$ cat config.mk
export PLATFORM = sky130hd
export DESIGN_NAME = branch_pred_unit
export DESIGN_NICKNAME = d
export VERILOG_FILES = /design/src/rtl/branch_pkg.sv /design/src/rtl/branch_cmp.sv /design/src/rtl/branch_pred_unit.sv
export SDC_FILE = /design/constraint.sdc
export NUM_CORES = 1
export LEC_CHECK = 0
export BUFFER_PORTS_ARGS = -buffer_cell sky130_fd_sc_hd__clkbuf_2
export CAP_MARGIN = 20
export CORE_ASPECT_RATIO = 0.5
export CORE_MARGIN = 2
export CORE_UTILIZATION = 43
export DETAILED_ROUTE_END_ITERATION = 6
export GPL_TIMING_DRIVEN = 0
export PLACE_DENSITY = 0.86
export SYNTH_ARGS = -nofsm -noshare
export SYNTH_HDL_FRONTEND = slang
export SYNTH_HIERARCHICAL = 1
export SYNTH_SLANG_ARGS = --single-unit
$ cat constraint.sdc
create_clock -name i_clk -period 4.11 [get_ports i_clk]
set_input_delay 0.6165 -clock i_clk [delete_from_list [all_inputs] [get_ports i_clk]]
set_output_delay 0.6165 -clock i_clk [all_outputs]
set_load 0.02 [all_outputs]
$ cat src/rtl/branch_pkg.sv
// Shared encodings for the branch resolve/predict unit: funct3 conditions and
// the 2-bit PHT counter states with their saturating update.
package branch_pkg;

    localparam logic [2:0] F3_EQ   = 3'b000;
    localparam logic [2:0] F3_NE   = 3'b001;
    localparam logic [2:0] F3_SLT  = 3'b010;
    localparam logic [2:0] F3_SLTU = 3'b011;
    localparam logic [2:0] F3_LT   = 3'b100;
    localparam logic [2:0] F3_GE   = 3'b101;
    localparam logic [2:0] F3_LTU  = 3'b110;
    localparam logic [2:0] F3_GEU  = 3'b111;

    typedef enum logic [1:0] {
        SNT = 2'b00,
        WNT = 2'b01,
        WT  = 2'b10,
        ST  = 2'b11
    } pht_state_e;

    function automatic pht_state_e pht_next(input pht_state_e s, input logic taken);
        pht_state_e n;
        case (s)
            SNT:     n = taken ? WNT : SNT;
            WNT:     n = taken ? WT  : SNT;
            WT:      n = taken ? ST  : WNT;
            default: n = taken ? ST  : WT;
        endcase
        return n;
    endfunction

endpackage

$ cat src/rtl/branch_cmp.sv
// Operand comparator: equality plus signed and unsigned less-than.
module branch_cmp #(
    parameter int unsigned XLEN = 32
) (
    input  logic [XLEN-1:0] a,
    input  logic [XLEN-1:0] b,
    output logic            eq,
    output logic            lt_s,
    output logic            lt_u
);

    assign eq   = (a == b);
    assign lt_s = ($signed(a) < $signed(b));
    assign lt_u = (a < b);

endmodule

$ cat src/rtl/branch_pred_unit.sv
// Branch resolve unit with a 2-bit PHT predictor, SLT/SLTU evaluation and a
// saturating mispredict counter. Registered results have one cycle of latency.
module branch_pred_unit
    import branch_pkg::*;
#(
    parameter int unsigned XLEN     = 32,
    parameter int unsigned IDX_BITS = 4,
    parameter int unsigned CNT_W    = 16
) (
    input  logic             i_clk,
    input  logic             i_rst,
    input  logic             i_valid,
    input  logic             i_stall,
    input  logic             i_branch,
    input  logic             i_slt,
    input  logic [2:0]       i_funct3,
    input  logic [XLEN-1:0]  i_rs1,
    input  logic [XLEN-1:0]  i_rs2,
    input  logic [XLEN-1:0]  i_pc,
    input  logic             i_pred_taken,
    input  logic [XLEN-1:0]  i_lookup_pc,
    output logic             o_lookup_taken,
    output logic             o_valid,
    output logic             o_PCSrc,
    output logic             o_mispredict,
    output logic [XLEN-1:0]  o_slt_data,
    output logic [CNT_W-1:0] o_mispred_cnt
);

    localparam int unsigned DEPTH = 2 ** IDX_BITS;

    logic                eq, lt_s, lt_u;
    logic                taken;
    logic                slt_bit;
    logic                acc_br;
    logic                acc_slt;
    logic                mispred;
    logic [IDX_BITS-1:0] wr_idx;
    logic [IDX_BITS-1:0] lk_idx;
    pht_state_e          lk_state;
    pht_state_e          pht [DEPTH];
    logic                unused_pc_bits;

    branch_cmp #(
        .XLEN (XLEN)
    ) u_cmp (
        .a    (i_rs1),
        .b    (i_rs2),
        .eq   (eq),
        .lt_s (lt_s),
        .lt_u (lt_u)
    );

    assign acc_br  = i_valid & i_branch & ~i_stall;
    assign acc_slt = i_valid & i_slt & ~i_branch & ~i_stall;
    assign mispred = acc_br & (taken != i_pred_taken);

    // funct3 010/011 are SLT encodings, so as branch conditions they resolve not-taken
    always_comb begin
        taken = 1'b0;
        case (i_funct3)
            F3_EQ:   taken = eq;
            F3_NE:   taken = ~eq;
            F3_LT:   taken = lt_s;
            F3_GE:   taken = ~lt_s;
            F3_LTU:  taken = lt_u;
            F3_GEU:  taken = ~lt_u;
            default: taken = 1'b0;
        endcase
    end

    always_comb begin
        slt_bit = 1'b0;
        case (i_funct3)
            F3_SLT:  slt_bit = lt_s;
            F3_SLTU: slt_bit = lt_u;
            default: slt_bit = 1'b0;
        endcase
    end

    assign wr_idx         = i_pc[IDX_BITS+1:2];
    assign lk_idx         = i_lookup_pc[IDX_BITS+1:2];
    assign lk_state       = pht[lk_idx];
    assign o_lookup_taken = lk_state[1];

    assign unused_pc_bits = ^{i_pc[XLEN-1:IDX_BITS+2], i_pc[1:0],
                              i_lookup_pc[XLEN-1:IDX_BITS+2], i_lookup_pc[1:0]};

    always_ff @(posedge i_clk) begin
        if (i_rst) begin
            o_valid       <= 1'b0;
            o_PCSrc       <= 1'b0;
            o_mispredict  <= 1'b0;
            o_slt_data    <= '0;
            o_mispred_cnt <= '0;
        end else if (!i_stall) begin
            o_valid      <= acc_br;
            o_PCSrc      <= acc_br & taken;
            o_mispredict <= mispred;
            o_slt_data   <= acc_slt ? XLEN'(slt_bit) : '0;
            if (mispred && (o_mispred_cnt != '1)) begin
                o_mispred_cnt <= o_mispred_cnt + CNT_W'(1);
            end
        end
    end

    // Lookup reads the array directly, so a same-cycle update is seen only next cycle
    always_ff @(posedge i_clk) begin
        if (i_rst) begin
            for (int unsigned i = 0; i < DEPTH; i++) begin
                pht[i] <= WNT;
            end
        end else if (acc_br) begin
            pht[wr_idx] <= pht_next(pht[wr_idx], taken);
        end
    end

endmodule

# After elaboration in Yosys (flattened, before gate mapping)
# Memory sizes are Yosys's and may differ from the RTL's.
# Index checks and enable logic that the tools add are counted.
# word_totals
reg_bits	51
ramBits	32
inputBits	138
output_inout_bits	52
wordCells	56
memories	1
# op_classes
addsub	1
magnitude_cmp	2
eq_ne	12
muxes	18
n_bitwise	12
n_reduce_logical	5
# memory_table
name	words	word_bits	rd	rd_ports_with_merged_regs	write_ports	line_no	source
pht	16	2	2	0	16	branch_pred_unit.sv:41	pht_state_e pht [DEPTH];
# op_table
op	n
less-than comparator 32 bit	2
equality test 32 bit	1
adder 16 x 1 -> 16 bit (second input constant)	1
!= test 16 bit (second input constant)	1
equality test 3 bit (second input constant)	4
2-to-1 mux 2 bit	5
2-to-1 mux 1 bit	9
AND 1 bit	7
equality test 3 x 2 -> 1 bit (second input constant)	2
case mux 1 bit (6 select lines)	1
case mux 2 bit (3 select lines)	1
inverter 1 bit	5
2-to-1 mux 4 bit	1
equality test 3 x 1 -> 1 bit (second input constant)	1
zero test 3 bit	1
equality test 2 x 1 -> 1 bit (second input constant)	1
equality test 2 bit (second input constant)	1
zero test 2 bit	1
case mux 1 bit (2 select lines)	1
AND reduction 2 bit	1
OR reduction 2 bit	1
logical AND 1 bit	1
!= test 1 bit	1

# Logic depth before layout (Yosys ltp)
# Gate-level depths: netlist of the first run.
# depth
depth_word	8
ltp_mapped	14
ltp_nobuf	12

# Cells and area by module
# The synthesis of the first run kept the hierarchy.
# modules_own_cells
mod	n_inst	cells_per_inst	area_each_um2	seq_area_each_um2
branch_pred_unit	1	309	3195.6	1361.3
branch_cmp	1	115	822.0	0.0

# Least setup slack after synthesis of the first run
# OpenSTA, ideal clock, no wires.
# synth_timing
kind	input -> register
start	in i_rs2[25]
end	reg o_mispred_cnt[2]
setup_ns	0.121
arrival_ns	3.762
required_ns	3.989
slack_ns	0.227
stages	13
n_path_buf	1
cell_sequence	inv_1 -> ha_1 -> a21o_1 -> a221o_1 -> a221o_1 -> and2_4 -> nor4_2 -> xnor3_1 -> a31oi_4 -> o21ai_2 -> clkbuf_1 -> nor3_1 -> mux2_2
# synth_via
elab_chain_len	7
word_cells_on_any_way	11
cone_classes	2 x order compare; 2 x eq/ne; 1 x mux; 4 x bitwise; 2 x reduce/logical
# synth_lines
element	line_no	source
from (decl)	branch_pred_unit.sv:18	input logic [XLEN-1:0] i_rs2,
less-than comparator 32 bit (*)	branch_cmp.sv:13	assign lt_s = ($signed(a) < $signed(b));
named net lt_s	branch_pred_unit.sv:32	logic eq, lt_s, lt_u;
inverter 1 bit	branch_pred_unit.sv:65	F3_GE: taken = ~lt_s;
case mux 1 bit (6 select lines) (*)	branch_pred_unit.sv:61	case (i_funct3)
!= test 1 bit (*)	branch_pred_unit.sv:56	assign mispred = acc_br & (taken != i_pred_taken);
AND 1 bit (*)	branch_pred_unit.sv:56	
logical AND 1 bit (*)	branch_pred_unit.sv:101	if (mispred && (o_mispred_cnt != '1)) begin
AND reduction 2 bit (no line) (*)	--	
to (signal assigned)	branch_pred_unit.sv:102	o_mispred_cnt <= o_mispred_cnt + CNT_W'(1);
to (decl)	branch_pred_unit.sv:27	output logic [CNT_W-1:0] o_mispred_cnt
# The timed path passes the listed nets; every way through them passes the cells marked *.
# A chain may end at the register's enable or synchronous reset.

# Worst setup path in the final report of the first run
# Same ends and word-level chain as after synthesis.

==> results of run 1 <==
-- worst max-delay path, delay by kind of cell --
family          cells  cell delay, ps
fa+ha+maj           1             280
compound gates      5            1400
buf+inv             3             340
simple gates        3             670
xor+xnor            1             420
mux                 1             350
-- through the flow --
stage	instance area [µm²]	worst slack (ps)	cells	util, %
after floorplan	4130	227	454	-
after global placement	4770	-231	669	53.6
after detailed placement	4770	-226	669	53.6
after CTS	4900	54.8	677	55.2
after global routing	4920	33.9	678	55.3
final	4920	199	678	55.3
-- layer usage --
metal  track usage, %  wire [µm]  vias up  share of wire [%]
li1                 -          -     1748                  -
met1             20.9       3830     1624                 41
met2             32.8       4620      149                 50
met3             3.04        675       22                7.3
met4             5.33        151        0                1.6
met5                0          0        -                  0
-- cell families (layout without fill, tap and decap cells) --
logic type	count (synthesis)	count (layout)	share of synthesized area [%]
and+or+nand+nor	162	162	21.9
buffers and inverters	85	192	11.1
AOI/OAI and AO/OA	56	56	9.25
DFF	52	52	33.9
adders and majority gates	37	37	11.3
muxes	27	27	11.3
xor gates and xnor gates	4	4	1.21
other	1	31	0.0933
-- how the worst min path moves through the flow --
stage | from | to | slack, ps | depth (start not counted)
detailed placement | o_valid | o_valid | 460 | 2
global placement | o_valid | o_valid | 460 | 2
finish | o_valid | o_valid | 460 | 2
global route | o_mispredict | o_mispredict | 510 | 2
floorplan | o_mispredict | o_mispredict | 540 | 2
CTS | o_valid | o_valid | 470 | 2
-- cells in the mapped netlist, drive strengths merged, types with 9 or more instances --
cell / instances
ha: 33
nand4: 9
inv: 38
mux4: 13
clkbuf: 11
nand2b: 18
nor2: 29
dfxtp: 20
buf: 36
nand2: 28
nor2b: 9
a21oi: 24
edfxtp: 32
nand3: 22
o21ai: 10
-- where the power goes --
part	total, W	switching, W	internal [W]	leakage [nW]
Sequential	0.000566	0.00000519	0.000561	0.442
Combinational	0.000295	0.000163	0.000132	1.71
Clock	0.000389	0.000164	0.000224	0.0655
Total	0.00125	0.000333	0.000917	2.22
-- registers in the layout (all words and copies together), names as in the netlist --
name / count
o_slt_data: 1
pht: 32
o_valid: 1
o_mispredict: 1
o_PCSrc: 1
o_mispred_cnt: 16
-- cells in the final DEF (no fill, tap or decap), drive strengths merged, types with 4 or more instances in the layout --
cell | Yosys | layout
maj3 | 4 | 4
o21ai | 10 | 10
nor4 | 6 | 6
nor2b | 9 | 9
ha | 33 | 33
a21oi | 24 | 24
nor3 | 7 | 7
mux4 | 13 | 13
o31ai | 5 | 5
conb | 1 | 31
buf | 36 | 36
or4 | 6 | 6
dfxtp | 20 | 20
mux2i | 7 | 7
inv | 38 | 38
edfxtp | 32 | 32
nor2 | 29 | 29
nand4 | 9 | 9
and4 | 4 | 4
and3 | 4 | 4
nand3 | 22 | 22
nand2 | 28 | 28
or3 | 5 | 5
mux2 | 7 | 7
nand2b | 18 | 18
clkbuf | 11 | 117
o2111ai | 4 | 4
-- final cells by class --
class,instances,share of cell area [%]
multi-input combinational,317,47.4
sequential,52,27.7
timing repair buffer,99,10.1
buffer,47,6.18
tap,117,2.98
inverter,38,2.90
clock buffer,7,2.70
clock inverter,1,0.0763
==> metrics.txt, run 1 <==
status=finished clean; Clock Latency Late Sink=280 ps; Synth Flop Type=edfxtp_1; number of buffers on the longest clock path=2; via count=3543; total gr overflow=0; DRT Pass-1 Iters=5; Hold Slack=465 ps; initial DRC count=321; cell taking the most area after synthesis=edfxtp_1; number of global-route vias before repair=3335; drt wl/cell=13.7 µm; Crit path required time=4280 ps; initial antenna violation count=0; Setup crit start kind=input port; Starting Density=45.2%; syn_area_per_cell=9.48 µm²; mapped cell area=4020 µm²; Tot GR Track Use=17.5%; CP Capture Type=flip-flop; post-CTS setup buffers=0; H-Tree Level Count=2; standard-cell rows=24; hpwl dp=7.31 mm; RSZ-0062 raised after global routing=no; Seq/Total Area, Yosys=33.9%; cells after synthesis=424; largest net degree at the start of global routing=15; Synth Register Bits=52; reg-to-reg slack, setup=1940 ps; first-pass GRT wire length=14.7 mm; post-route antenna net violation count=0; Tightest Pin Transition=745 ps; FILL cells=735; Routed Wire Length=9.27 mm; Worst Reg-to-Reg Cells=6; yosys warns=6; Worst Path Max Fanout=10; min Tclk post-route=3910 ps; diodes inserted=0; Crit path largest cell delay=420 ps; Slew Limit Fails=0; CTS resizes=0; CTS tree=done; Leak=2.22 nW; Clock transition at path regs=60 ps; Final setup violation count=0; Netlist cell types=55; number of enable flip-flop cells after synthesis=32; Area Overhead vs Synth=22.4%; nets@finish=731; CP cell instances=clkbuf_2 > inv_1 > ha_1 > a21o_1 > a221o_1 > a221o_1 > and2_4 > nor4_4 > xnor3_1 > a31oi_4 > o21ai_2 > clkbuf_2 > nor3_1 > mux2_2; Die Span Y=72.4 µm; ranking of synthesized cells by area=edfxtp_1, ha_1, dfxtp_1; setup clock skew after layout=3.53 ps; VDD IR max=0.000188 V; # DRC=0; endpoints failing hold=0; Worst Path Class, Setup=input port to flip-flop; Vias per Instance=5.23; routability congestion estimate=0.873; I/O pin count=190; Die X=141 µm; FMAX=256 MHz; ratio of cells with drive above 1 in the final layout=29.2%; Pwr Density=254 nW/µm²; period utilization=95.2%; Multi-input gate area=2330 µm²; worst reg2reg startpoint=o_mispred_cnt[2]; area share of the largest cell type after synthesis=23.9%; cts-stage hold buffer count=0; slowest CP cell=xnor3_1; end point of the critical path=o_mispred_cnt[2]; Hold/Removal Path Class=flip-flop to flip-flop; reg-to-reg endpoint=o_mispred_cnt[2]; setup TNS=0 ps; CTS root buffer=clkbuf_16; worst path arrival time=4080 ps; Slew HR=49.7%; IO buf count=98; Sequential Area=1360 µm²; die area=10200 µm²; maxcap violations=0; beginning of the critical path=i_rs2[25]; total CTS buffers=5; Overall Power=0.00125 W; clk sinks=52; core area=8890 µm²; share of synthesized registers carrying an async set or reset=0%
Power figures use the tool's default switching activity.
==> run 2, diff against run 1 <==
--- a/config.mk
+++ b/config.mk
@@ -13,6 +13,7 @@
 export DETAILED_ROUTE_END_ITERATION = 6
 export GPL_TIMING_DRIVEN = 0
 export PLACE_DENSITY = 0.86
+export SETUP_SLACK_MARGIN = 0.5
 export SYNTH_ARGS = -nofsm -noshare
 export SYNTH_HDL_FRONTEND = slang
 export SYNTH_HIERARCHICAL = 1
==> run 2 against run 1 <==
Effect of this change:
- clock skew rose by 3.3 ps
- final area up 4.9%
- combinational power grew 12%
==> metrics.txt, run 2 (same netlist as run 1, synthesis figures left out) <==
status=finished clean; diodes inserted=0 (unchanged); Overall Power=0.00131 W (+5.2%); met1 wire length=4.13 mm (+8.1%); maxcap violations=0 (unchanged); post-route antenna net violation count=0 (unchanged); FMAX=279 MHz (+9.2%); Tightest Pin Transition=770 ps (+25.0 ps); Crit path max-delay family=compound AO/OA/AOI/OAI gates; Tot GR Track Use=18.5% (+0.99 points); most frequent cells in the layout=clkbuf_2, buf_4, inv_1; CP Capture Type=flip-flop; Reg power frac=43.0% (-2.3 points); Vias per Instance=5.32 (+1.8%); Hold EP=o_mispredict; I/O pin count=190 (unchanged); number of global-route vias before repair=3431 (+2.9%); final core occ=58.0% (+2.7 points); hpwl dp=7.44 mm (+1.8%); CTS tree=done; Worst Reg-to-Reg Cells=6 (unchanged); min Tclk post-route=3580 ps (-331 ps); die area=10200 µm² (unchanged); max reg flops=32 (unchanged); Final Non-Filler Cells=686 (+1.2%); DRT Pass-1 Iters=4 (-1); initial DRC count=234 (-27%); Setup crit start kind=input port; initial antenna violation count=0 (unchanged); Die X=141 µm (unchanged); Area Overhead vs Synth=28.4%; # DRC=0 (unchanged); Die Span Y=72.4 µm (unchanged); setup clock skew after layout=6.79 ps (+3.26 ps); drt wl/cell=14.0 µm (+2.4%); standard-cell rows=24 (unchanged); Sw Share=27.5% (+0.83 points); routability congestion estimate=0.841 (-3.6%); Max Used Layer=met4; Clock transition at path regs=70 ps (about the same); Crit path required time=4320 ps (+40 ps); nets@finish=739 (+1.1%); CP cell instances=buf_6 > inv_4 > ha_4 > and2_4 > a221o_1 > a221o_1 > and2_4 > nor4_4 > xnor3_1 > a31oi_4 > buf_6 > o21ai_2 > or4_1 > a21oi_1; worst reg2reg startpoint=o_mispred_cnt[7]; Worst Path Class, Setup=input port to flip-flop; Hold Slack=464 ps (-0.541 ps); met3 routed WL=626 µm (-7.3%); setup TNS=0 ps (unchanged); Placed Instances=669 (unchanged); Starting Density=45.2% (unchanged); Slew Limit Fails=0 (unchanged); VDD IR max=0.000159 V (-16%); Final setup violation count=0 (unchanged); Internal Power=0.000953 W (+4.0%); IO buf count=98 (unchanged); hold wc startpoint=o_mispredict; period utilization=87.1% (-8.1 points); Worst Path Max Fanout=4 (-6); Crit path largest cell delay=500 ps (+80 ps); total CTS buffers=5 (unchanged); Clock Latency Late Sink=290 ps (about the same); number of buffers on the longest clock path=2 (unchanged); Routed Wire Length=9.60 mm (+3.6%); worst path arrival time=3790 ps (-290 ps); endpoints failing hold=0 (unchanged); core area=8890 µm² (unchanged); largest registers=pht: 32 flops, o_mispred_cnt: 16 flops; Detail Route met2 WL=4.68 mm (+1.4%); ratio of cells with drive above 1 in the final layout=34.8% (+5.6 points); FILL cells=719 (-2.2%); slowest CP cell=or4_1; reg-to-reg endpoint=o_mispred_cnt[2]; Reg with most FFs=pht; Clk pwr share=31.9% (+0.8 points); Pwr Density=255 nW/µm² (+0.26%); Leak=2.28 nW (+2.8%); leading cell type in the layout, fill and taps excluded=clkbuf_2; via count=3651 (+3.0%); Comb pwr share=25.0% (+1.4 points); Psw=0.000361 W (+8.4%); Slew HR=48.0% (-1.7 points); total gr overflow=0 (unchanged); first-pass GRT wire length=15.4 mm (+4.8%); Hold/Removal Path Class=flip-flop to flip-flop; cts-stage hold buffer count=0 (unchanged); hold path cells=2 (unchanged); clk sinks=52 (unchanged); CTS root buffer=clkbuf_16; worst path bufs/invs=3 (unchanged); RSZ-0062 raised after global routing=no; H-Tree Level Count=2 (unchanged); reg-to-reg slack, setup=1890 ps (-50 ps); largest net degree at the start of global routing=16 (+1)
[run 2: final cells by class]
| type | instances | area, µm² | area share [%] |
|---|---|---|---|
| clock buffer | 6 | 139 | 2.69 |
| clock inverter | 2 | 10.0 | 0.194 |
| inverter | 38 | 145 | 2.81 |
| timing repair buffer | 106 | 562 | 10.9 |
| tap | 117 | 146 | 2.84 |
| buffer | 47 | 308 | 5.97 |
| multi-input combinational | 318 | 2490 | 48.2 |
| sequential | 52 | 1360 | 26.4 |
[run 2: metrics by stage]
step                instance area, µm²  worst slack [ps]
floorplan                         4150               545
global placement                  4790              58.7
detailed placement                4790              28.9
CTS                               4950               506
global route                      5160               429
finish                            5160               530
[run 2: routing by layer]
metal,global-route usage (%),up-vias
li1,-,1776
met1,22.7,1718
met2,34.1,139
met3,3.10,18
met4,5.22,0
met5,0,-
[run 2: worst max-delay path by stage]
stage                    from                 to  slack [ps]  cells past startpoint
floorplan           i_rs2[14]   o_mispred_cnt[2]         550                     13
global placement    i_rs2[14]         pht[13][0]          60                     13
detailed placement   i_rs2[5]         pht[13][0]          30                     13
CTS                 i_rs2[25]         pht[14][0]         510                     13
global route        i_rs2[26]  o_mispred_cnt[10]         430                     14
finish              i_rs2[26]  o_mispred_cnt[10]         530                     14
[run 2: repair_timing]
item | 4_1_cts | 5_1_grt
gates cloned | 0 | 1
gates resized for setup | 2 | 31
pin swaps | 1 | 17
setup endpoints to repair | 45 | 48
buffers inserted | 1 | 6
[run 2: worst reg2reg max path, delay by kind of cell (launching register included)]
family	cells	cell delay (ps)
multiplexers	1	280
buffers and inverters	1	220
AO/OA/AOI/OAI	1	330
flip-flops	1	480
AND/OR/NAND/NOR	3	810
[run 2: power by group through the flow]
stage,Clock [W],Combinational [W],Sequential (W)
after detailed placement,0,0.000294,0.000577
final,0.000420,0.000329,0.000566
after CTS,0.000424,0.000299,0.000566
after floorplan,0,0.000205,0.000577
after global routing,0.000445,0.000362,0.000566
after global placement,0,0.000286,0.000577
==> run 3, diff against run 2 <==
--- a/config.mk
+++ b/config.mk
@@ -11,8 +11,10 @@
 export CORE_MARGIN = 2
 export CORE_UTILIZATION = 43
 export DETAILED_ROUTE_END_ITERATION = 6
+export GPL_ROUTABILITY_DRIVEN = 0
 export GPL_TIMING_DRIVEN = 0
 export PLACE_DENSITY = 0.86
+export RECOVER_POWER = 100
 export SETUP_SLACK_MARGIN = 0.5
 export SYNTH_ARGS = -nofsm -noshare
 export SYNTH_HDL_FRONTEND = slang
==> run 3 against run 2 <==
Effect of this change:
- cell count unchanged
- global-route usage is the same
- power is 0.65% lower
- critical path depth unchanged
- sequential cell count unchanged
- clock-buffer cell count stayed put
- clock skew down 0.57 ps
- worst setup slack got worse by 53 ps
- via count fell by 0.85%
==> metrics.txt, run 3 (same netlist as run 1, synthesis figures left out) <==
cts-stage hold buffer count=0 (unchanged); die area=10200 µm² (unchanged); CP Capture Type=flip-flop; core area=8890 µm² (unchanged); Starting Density=45.2% (unchanged); DRT Pass-1 Iters=4 (unchanged); leading cell type in the layout, fill and taps excluded=clkbuf_2; number of global-route vias before repair=3431 (unchanged); total CTS buffers=5 (unchanged); total gr overflow=0 (unchanged); Routed Wire Length=9.64 mm (+0.48%); Die Span Y=72.4 µm (unchanged); Reg with most FFs=pht; VDD IR max=0.000162 V (+1.8%); CTS root buffer=clkbuf_16; CTS tree=done; most frequent CP cell=a221o_1; initial DRC count=209 (-11%); post-route antenna net violation count=0 (unchanged); maxcap violations=0 (unchanged); setup TNS=0 ps (unchanged); setup clock skew after layout=6.22 ps (-0.566 ps); H-Tree Level Count=2 (unchanged); IO buf count=98 (unchanged); Slew Limit Fails=0 (unchanged); slowest CP cell=nor4_4; largest registers=pht: 32 flops, o_mispred_cnt: 16 flops; Setup crit start kind=input port; via count=3620 (-0.85%); number of buffers on the longest clock path=2 (unchanged); Crit path largest cell delay=390 ps (-110 ps); Die X=141 µm (unchanged); Clock transition at path regs=60 ps (about the same); Worst Path Max Fanout=8 (+4); hpwl dp=7.44 mm (unchanged); Final setup violation count=0 (unchanged); Tightest Pin Transition=746 ps (-24.3 ps); Area Overhead vs Synth=26.7%; Worst Path Class, Setup=input port to flip-flop; Slew HR=49.6% (+1.6 points); Crit path required time=4150 ps (-170 ps); Leak=2.18 nW (-4.6%); min Tclk post-route=3630 ps (+53.0 ps); drt wl/cell=14.1 µm (+0.48%); most frequent cells in the layout=clkbuf_2, clkbuf_1, buf_4; FMAX=275 MHz (-1.5%); initial antenna violation count=0 (unchanged); Pwr Density=256 nW/µm² (+0.67%); Clock Latency Late Sink=290 ps (about the same); first-pass GRT wire length=15.4 mm (unchanged); worst path arrival time=3670 ps (-120 ps); status=finished clean; CP cell instances=buf_6 > inv_4 > ha_4 > and2_4 > a221o_1 > a221o_1 > and2_0 > nor4_4 > xnor2_1 > mux2i_1 > a21oi_1 > clkbuf_1 > maj3_1 > or2b_1; ratio of cells with drive above 1 in the final layout=28.5% (-6.3 points); RSZ-0062 raised after global routing=no; period utilization=88.4% (+1.3 points); largest net degree at the start of global routing=16 (unchanged); I/O pin count=190 (unchanged); clk sinks=52 (unchanged); nets@finish=739 (unchanged); max reg flops=32 (unchanged); Vias per Instance=5.28 (-0.85%); Hold/Removal Path Class=flip-flop to flip-flop; final core occ=57.3% (-0.76 points); endpoints failing hold=0 (unchanged); standard-cell rows=24 (unchanged); Tot GR Track Use=18.5% (unchanged); diodes inserted=0 (unchanged); # DRC=0 (unchanged)
run 3: cell types whose count changed in the layout (fill, tap and decap cells not counted), moves of 3 or more:
cell / previous run / this run
maj3_2: 3 / 0
clkbuf_2: 99 / 73
maj3_1: 1 / 4
buf_4: 39 / 36
clkbuf_1: 9 / 39
run 3: final timing paths:
kind	startpoint	end	slack (ps)	cells past startpoint
hold reg to reg	o_valid	o_valid	460	2
setup reg to reg	o_mispred_cnt[7]	o_mispred_cnt[2]	1700	6
hold / removal	o_valid	o_valid	460	2
setup / recovery	i_rs2[26]	pht[14][0]	480	14
run 3: metrics by stage:
stage	worst slack [ps]	area, µm²	instances	total power [W]	hold slack [ps]
after global placement	58.7	4790	669	0.000863	458
final	477	5090	686	0.00131	465
after CTS	506	4950	678	0.00129	468
after detailed placement	28.9	4790	669	0.000871	458
after floorplan	545	4150	454	0.000782	540
after global routing	257	5090	686	0.00136	493
run 3: power by group:
group | total (W) | leakage, nW | switching [W] | internal, W
Sequential | 0.000566 | 0.442 | 0.00000511 | 0.000560
Combinational | 0.000320 | 1.66 | 0.000175 | 0.000145
Clock | 0.000420 | 0.0766 | 0.000179 | 0.000240
Total | 0.00131 | 2.18 | 0.000360 | 0.000946
run 3: repair_timing:
item / CTS / global route
pin swaps: 1 / 17
hold endpoints to repair: 0 / 0
cloned: 0 / 1
endpoints found under the setup margin: 45 / 48
gates resized for setup: 2 / 31
setup buffers: 1 / 6
run 3: layout make-up:
cell class	count	area [µm²]
clock buffer	6	139
clock inverter	2	10.0
timing repair buffer	106	523
inverter	38	145
sequential	52	1360
tap	117	146
buffer	47	303
multi-input combinational	318	2460
fill	749	3800
run 3: layer usage:
layer / part of all wire [%] / track usage, % / routed length [µm] / vias to the layer above
li1: - / - / - / 1769
met1: 43 / 22.7 / 4160 / 1696
met2: 48 / 34.1 / 4680 / 137
met3: 6.8 / 3.10 / 657 / 18
met4: 1.6 / 5.22 / 155 / 0
met5: 0 / 0 / 0 / -
run 3: critical path: cells and delay by family:
kind	cells	cell delay (ps)
AO/OA/AOI/OAI	3	840
XOR/XNOR	1	180
adder cells (fa/ha/maj)	2	580
buffers and inverters	3	360
multiplexers	1	100
AND/OR/NAND/NOR	4	1000
